==> src/rtl/memory_arbiter_ctrl_if.sv <==
// Memory-side bundle between the processor's ihit/dhit request port, the
// arbiter and the single RAM port. The arbiter takes the slave view; the
// processor/RAM environment takes the master view.
interface memory_arbiter_ctrl_if;
    // instruction request side
    logic        iREN;
    logic [31:0] iaddr;
    logic [31:0] iload;
    logic        ihit;
    // data request side
    logic        dREN;
    logic        dWEN;
    logic [31:0] daddr;
    logic [31:0] dstore;
    logic [31:0] dload;
    logic        dhit;
    // RAM port
    logic        ramREN;
    logic        ramWEN;
    logic [31:0] ramaddr;
    logic [31:0] ramstore;
    logic [31:0] ramload;
    logic [1:0]  ramstate;
    // status
    logic        err;

    modport slave (
        input  iREN, iaddr, dREN, dWEN, daddr, dstore, ramload, ramstate,
        output iload, ihit, dload, dhit, ramREN, ramWEN, ramaddr, ramstore, err
    );

    modport master (
        output iREN, iaddr, dREN, dWEN, daddr, dstore, ramload, ramstate,
        input  iload, ihit, dload, dhit, ramREN, ramWEN, ramaddr, ramstore, err
    );
endinterface

==> src/rtl/memory_arbiter_ctrl.sv <==
// memory_arbiter_ctrl: arbitrates instruction-fetch and data requests onto a
// single RAM port. Data wins by default, but after MAX_D_STREAK consecutive
// data grants with a fetch waiting, one fetch is forced through. Each granted
// access ends in exactly one ihit/dhit pulse, or in a sticky error state on a
// RAM error or timeout.
module memory_arbiter_ctrl #(
    parameter int TIMEOUT_CYCLES = 16,
    parameter int MAX_D_STREAK   = 4
) (
    input  logic                 CLK,
    input  logic                 nRST,
    memory_arbiter_ctrl_if.slave bus
);
    localparam int WAIT_W   = $clog2(TIMEOUT_CYCLES);
    localparam int STREAK_W = $clog2(MAX_D_STREAK + 1);

    localparam logic [WAIT_W-1:0]   WAIT_LAST  = WAIT_W'(TIMEOUT_CYCLES - 1);
    localparam logic [STREAK_W-1:0] STREAK_MAX = STREAK_W'(MAX_D_STREAK);

    localparam logic [1:0] RAM_ACCESS = 2'd2;
    localparam logic [1:0] RAM_ERROR  = 2'd3;

    typedef enum logic [1:0] {
        IDLE  = 2'd0,
        D_ACC = 2'd1,
        I_ACC = 2'd2,
        ERR   = 2'd3
    } state_t;

    state_t                state_q, state_d;
    logic [WAIT_W-1:0]     wait_q, wait_d;
    logic [STREAK_W-1:0]   streak_q, streak_d;
    logic [31:0]           addr_q, addr_d;
    logic [31:0]           data_q, data_d;
    logic                  wr_q, wr_d;

    logic d_req;
    logic force_i;

    // A data request is any read or write; the fetch is forced once the
    // data streak has reached its limit while a fetch is still waiting.
    assign d_req   = bus.dREN | bus.dWEN;
    assign force_i = bus.iREN && (streak_q == STREAK_MAX);

    // Next-state, grant selection and RAM/hit outputs.
    always_comb begin
        state_d  = state_q;
        wait_d   = wait_q;
        streak_d = streak_q;
        addr_d   = addr_q;
        data_d   = data_q;
        wr_d     = wr_q;

        bus.ramREN   = 1'b0;
        bus.ramWEN   = 1'b0;
        bus.ramaddr  = 32'h0;
        bus.ramstore = 32'h0;
        bus.ihit     = 1'b0;
        bus.iload    = 32'h0;
        bus.dhit     = 1'b0;
        bus.dload    = 32'h0;
        bus.err      = 1'b0;

        unique case (state_q)
            IDLE: begin
                if (d_req && !force_i) begin
                    state_d = D_ACC;
                    addr_d  = bus.daddr;
                    data_d  = bus.dstore;
                    wr_d    = bus.dWEN;
                    wait_d  = '0;
                    // force_i keeps the streak below STREAK_MAX here, so the
                    // increment cannot overflow the saturation point.
                    streak_d = bus.iREN ? (streak_q + STREAK_W'(1)) : '0;
                end else if (bus.iREN) begin
                    state_d  = I_ACC;
                    addr_d   = bus.iaddr;
                    data_d   = 32'h0;
                    wr_d     = 1'b0;
                    wait_d   = '0;
                    streak_d = '0;
                end else begin
                    streak_d = '0;
                end
            end

            D_ACC: begin
                bus.ramREN   = ~wr_q;
                bus.ramWEN   = wr_q;
                bus.ramaddr  = addr_q;
                bus.ramstore = data_q;
                if (bus.ramstate == RAM_ERROR) begin
                    state_d = ERR;
                end else if (bus.ramstate == RAM_ACCESS) begin
                    bus.dhit  = 1'b1;
                    bus.dload = wr_q ? 32'h0 : bus.ramload;
                    state_d   = IDLE;
                end else if (wait_q == WAIT_LAST) begin
                    state_d = ERR;
                end else begin
                    wait_d = wait_q + WAIT_W'(1);
                end
            end

            I_ACC: begin
                bus.ramREN   = 1'b1;
                bus.ramaddr  = addr_q;
                bus.ramstore = data_q;
                if (bus.ramstate == RAM_ERROR) begin
                    state_d = ERR;
                end else if (bus.ramstate == RAM_ACCESS) begin
                    bus.ihit  = 1'b1;
                    bus.iload = bus.ramload;
                    state_d   = IDLE;
                end else if (wait_q == WAIT_LAST) begin
                    state_d = ERR;
                end else begin
                    wait_d = wait_q + WAIT_W'(1);
                end
            end

            ERR: begin
                bus.err = 1'b1;
            end

            default: begin
                state_d = IDLE;
            end
        endcase
    end

    // State, counters and latched request; async reset drops everything to idle.
    always_ff @(posedge CLK or negedge nRST) begin
        if (!nRST) begin
            state_q  <= IDLE;
            wait_q   <= '0;
            streak_q <= '0;
            addr_q   <= 32'h0;
            data_q   <= 32'h0;
            wr_q     <= 1'b0;
        end else begin
            state_q  <= state_d;
            wait_q   <= wait_d;
            streak_q <= streak_d;
            addr_q   <= addr_d;
            data_q   <= data_d;
            wr_q     <= wr_d;
        end
    end
endmodule

==> src/flat_wrapper.sv <==
// flat-port wrapper written by rule: the top's interface ports become plain ports
module memory_arbiter_ctrl_flat 
#(
    parameter int TIMEOUT_CYCLES = 16,
    parameter int MAX_D_STREAK   = 4
)
  (CLK, nRST, bus_iREN, bus_iaddr, bus_dREN, bus_dWEN, bus_daddr, bus_dstore, bus_ramload, bus_ramstate, bus_iload, bus_ihit, bus_dload, bus_dhit, bus_ramREN, bus_ramWEN, bus_ramaddr, bus_ramstore, bus_err);
  memory_arbiter_ctrl_if bus_i ();
  input  logic CLK;
  input  logic nRST;
  input wire logic [$bits(bus_i.iREN)-1:0] bus_iREN;
  input wire logic [$bits(bus_i.iaddr)-1:0] bus_iaddr;
  input wire logic [$bits(bus_i.dREN)-1:0] bus_dREN;
  input wire logic [$bits(bus_i.dWEN)-1:0] bus_dWEN;
  input wire logic [$bits(bus_i.daddr)-1:0] bus_daddr;
  input wire logic [$bits(bus_i.dstore)-1:0] bus_dstore;
  input wire logic [$bits(bus_i.ramload)-1:0] bus_ramload;
  input wire logic [$bits(bus_i.ramstate)-1:0] bus_ramstate;
  output wire logic [$bits(bus_i.iload)-1:0] bus_iload;
  output wire logic [$bits(bus_i.ihit)-1:0] bus_ihit;
  output wire logic [$bits(bus_i.dload)-1:0] bus_dload;
  output wire logic [$bits(bus_i.dhit)-1:0] bus_dhit;
  output wire logic [$bits(bus_i.ramREN)-1:0] bus_ramREN;
  output wire logic [$bits(bus_i.ramWEN)-1:0] bus_ramWEN;
  output wire logic [$bits(bus_i.ramaddr)-1:0] bus_ramaddr;
  output wire logic [$bits(bus_i.ramstore)-1:0] bus_ramstore;
  output wire logic [$bits(bus_i.err)-1:0] bus_err;
  assign bus_i.iREN = bus_iREN;
  assign bus_i.iaddr = bus_iaddr;
  assign bus_i.dREN = bus_dREN;
  assign bus_i.dWEN = bus_dWEN;
  assign bus_i.daddr = bus_daddr;
  assign bus_i.dstore = bus_dstore;
  assign bus_i.ramload = bus_ramload;
  assign bus_i.ramstate = bus_ramstate;
  assign bus_iload = bus_i.iload;
  assign bus_ihit = bus_i.ihit;
  assign bus_dload = bus_i.dload;
  assign bus_dhit = bus_i.dhit;
  assign bus_ramREN = bus_i.ramREN;
  assign bus_ramWEN = bus_i.ramWEN;
  assign bus_ramaddr = bus_i.ramaddr;
  assign bus_ramstore = bus_i.ramstore;
  assign bus_err = bus_i.err;
  memory_arbiter_ctrl #(.TIMEOUT_CYCLES(TIMEOUT_CYCLES), .MAX_D_STREAK(MAX_D_STREAK)) u_core (.CLK(CLK), .nRST(nRST), .bus(bus_i));
endmodule
==> config.mk <==
export PLATFORM = sky130hd
export DESIGN_NAME = memory_arbiter_ctrl_flat
export DESIGN_NICKNAME = d
export VERILOG_FILES = /design/src/rtl/memory_arbiter_ctrl_if.sv /design/src/rtl/memory_arbiter_ctrl.sv /design/src/flat_wrapper.sv
export SDC_FILE = /design/constraint.sdc
export NUM_CORES = 1
export LEC_CHECK = 0
export CAP_MARGIN = 20
export CORE_MARGIN = 2
export CORE_UTILIZATION = 35
export CTS_BUF_LIST = sky130_fd_sc_hd__clkbuf_2
export DETAILED_ROUTE_END_ITERATION = 16
export PLACE_DENSITY = 0.8
export SLEW_MARGIN = 20
export SYNTH_ARGS = -nofsm -noshare
export SYNTH_HDL_FRONTEND = slang
export SYNTH_SLANG_ARGS = --single-unit
export TNS_END_PERCENT = 100
==> constraint.sdc <==
create_clock -name CLK -period 1.8 [get_ports CLK]
set_clock_uncertainty 0.2 [all_clocks]
set_input_delay 0.27 -clock CLK [delete_from_list [all_inputs] [get_ports CLK]]
set_output_delay 0.27 -clock CLK [all_outputs]
set_load 0.01 [all_outputs]
==> summary.md <==
| Metric | Value |
|---|---|
| Outcome | `complete, but fails checks` |
| Failing checks | `negative setup slack` |
| Worst setup EP type | `primary output` |
| Asr flop ratio synth | `1.00` |
| N_diodes | `0` |
| Final Cycle Share | `1.37` |
| Iter 0 DRT Violations | `360` |
| Number of routed nets with antenna violations | `0` |
| Slew margin rel. | `0.727` |
| IO Port Bufs | `267` |
| Cells along the critical path | `inv_2, buf_6, ha_4, inv_2, nor2_4, buf_12, buf_8, and2_4, buf_6` |
| CTS tree | `built` |
| Cts bufs inserted | `9` |
| Vias in the first global route | `5,043` |
| Most frequent cells in the layout | `buf_6, clkdlybuf4s50_1, and2_4, dfrtp_1, nor2_1` |
| Number of synthesized flops with an enable pin | `0` |
| 1st-pass router iterations | `5` |
| Cell count after synthesis | `about 470` |
| WP data arrival | `2.00 ns` |
| Largest fanout on the critical path | `7` |
| DRC Markers | `0` |
| Post-Syn Area | `0.00432 sq mm` |
| Final Setup Violations | `around 140` |
| GRT met1 Usage | `0.260` |
| Slew @ Worst Pin | `0.410 ns` |
| Syn avg cell area | `9.12 sq um` |
| Warnings from Yosys | `0` |
| Yosys cell types | `41` |
| Initial antenna violation count | `0` |
| Setup WS post-layout | `-0.667 ns` |
| Ys flop type | `dfrtp_1` |
| Met2 usage | `0.457` |
| Final min period | `approximately 2.5 ns` |
| Worst endpoint required time | `1.33 ns` |
| Overall die width | `115 microns` |
| Most common cell after layout, fill and taps aside | `buf_6` |
| Global-route track usage on met3 | `0.0406` |
| CP max stage delay | `roughly 0.42 ns` |
| Root buf cell | `clkbuf_2` |
| Starting Density | `0.360` |
| Rows | `40` |
| Setup TNS | `-73.84 ns` |
| Post-synth top area cell | `dfrtp_1` |
| R2r worst-path depth | `8` |
| I/O pins | `~270` |
| GRT busiest layer | `met2` |
| Vias post-DR | `a little over 5,000` |
| Die H | `115 microns` |
| Synth-to-Final Area Change | `102%` |
| Max Transition Viols Final | `0` |
| Top-area cell type share of the netlist area | `0.428` |
| Kind of critical path | `flop to primary output` |
| Total Routing Usage GR | `0.243` |
| Synthesis-stage register bit count | `74` |
| Synth area leaders | `dfrtp_1, and2_1, a22o_1` |
| Lkg Pwr | `0.00391 uW` |
| H-tree depth | `3` |
| Routed WL | `18,300 microns` |
| Worst Setup Start Kind | `flop` |
| Peak VDD IR | `0.00108 V` |
| Power, Total | `about 14,000 uW` |
| Clk buf depth | `2` |
| GPL Wtd Cong | `0.842` |
| Slowest-stage cell, CP | `dfrtp_1` |
| Final Hold Viols | `0` |
| Clock latency at the later pin of the worst-skew pair | `0.51 ns` |
| CTS sink count | `74` |
| Syn_nets | `~620` |
| First-pass GRT wire length | `25,000 microns` |
| Layout cells sized above 1 | `0.495` |
| WL/cell | `19.4 microns` |
| Largest net degree at the start of global routing | `75` |
| Gr ovfl total | `0` |
| Sequential fraction of the synthesis area | `0.428` |
| HPWL Detailed | `11,200 microns` |
| CTS clock-pin slew for the worst setup and hold paths | `0.22 ns` |
| Vias/cell | `5.40` |
| RSZ-0062 raised after global routing | `yes` |
| Filler instances | `slightly above 800` |
| Final nets | `934` |
| Cell area power density | `1640 mW/mm^2` |
| Placement Setup Slack | `-0.611 ns` |
| Core area | `between 0.01 and 0.015 sq mm` |
| Max Clock Freq | `405 MHz` |
| Hold crit path type | `primary input to async pin` |
| Die area | `around 0.013 sq mm` |
| Max-Cap Viols | `0` |
-- cell usage after synthesis, drive strengths merged, types with 2 or more instances --
master     n
nand3      4
nand2b     5
ha         7
dfrtp     74
o21ai     34
nor3       4
a31oi     33
nor4       3
nand2      4
o32ai      2
a211o      2
a21oi     32
a22o      32
a221oi     2
buf       20
o22ai      2
or2        2
inv        7
a2bb2oi    2
and3       3
clkbuf    24
nor2      38
and2     129
-- worst max-delay path: cells and delay by family (launching register included) --
| kind | cells | cell delay, ns |
|---|---|---|
| simple gates | 2 | 0.32 |
| flops | 1 | 0.42 |
| fa+ha+maj | 1 | 0.12 |
| buf+inv | 6 | 0.61 |
-- path summary, 6_finish.rpt --
| path | from | end | slack [ns] |
|---|---|---|---|
| max in group asynchronous | nRST | u_core.addr_q[26] | 0.96 |
| min reg2reg | u_core.data_q[6] | u_core.data_q[6] | 0.34 |
| min in group CLK | bus_iaddr[6] | u_core.addr_q[6] | 0.05 |
| max reg2reg | u_core.state_q[1] | u_core.wait_q[0] | -0.20 |
| max | u_core.state_q[0] | bus_iload[17] | -0.67 |
| min | nRST | u_core.addr_q[6] | 0.04 |
-- sequential cells by signal, indices dropped and copies added (netlist names) --
register	cells
u_core.state_q	2
u_core.wr_q	1
u_core.wait_q	4
u_core.addr_q	32
u_core.data_q	32
u_core.streak_q	3
-- through the flow --
stage               instance area (sq um)  hold slack (ns)  std cells  utilization
global route                         8720           0.0334        943        0.726
finish                               8720           0.0429        943        0.726
CTS                                  7700           0.0222        927        0.641
global placement                     7340            0.113        883        0.611
detailed placement                   7340            0.114        883        0.611
floorplan                            4330           -0.226        474            -
-- area by class of cell --
type                    count  area, sq um  area share
clock buffers              12         60.1     0.00689
clock inverters             3         17.5     0.00201
inverters                   7         28.8     0.00330
multi-input cells         350         2760       0.317
flip-flops and latches     74         1850       0.212
well taps                 147          184      0.0211
repair buffers            350         3810       0.438
-- timing repair --
item,CTS,global route
endpoints found under the setup margin,184,175
hold buffers,1,0
resized for setup,565,326
endpoints found under the hold margin,74,0
pin swaps,9,40
setup buffers,21,20
gates cloned,8,6
-- kinds of logic (layout without fill, tap and decap cells) --
family          count (synthesis)  after routing  synth area share
compound gates                146            146             0.224
buf+inv                        51            372            0.0602
simple gates                  195            196             0.265
fa+ha+maj                       7              7            0.0203
flops                          74             74             0.428
mux                             1              1           0.00232
-- metal layers --
layer | share of wire | routed length [microns]
met5 | 0 | 0
met4 | 0.038 | 705
met3 | 0.066 | 1210
met2 | 0.54 | 9920
met1 | 0.35 | 6510
-- report_power, final --
group | internal (uW) | switching (uW)
combinational | 6390 | 4180
sequential | 2430 | 494
clock | 187 | 582
No activity file was read; power rests on OpenSTA's default activity.
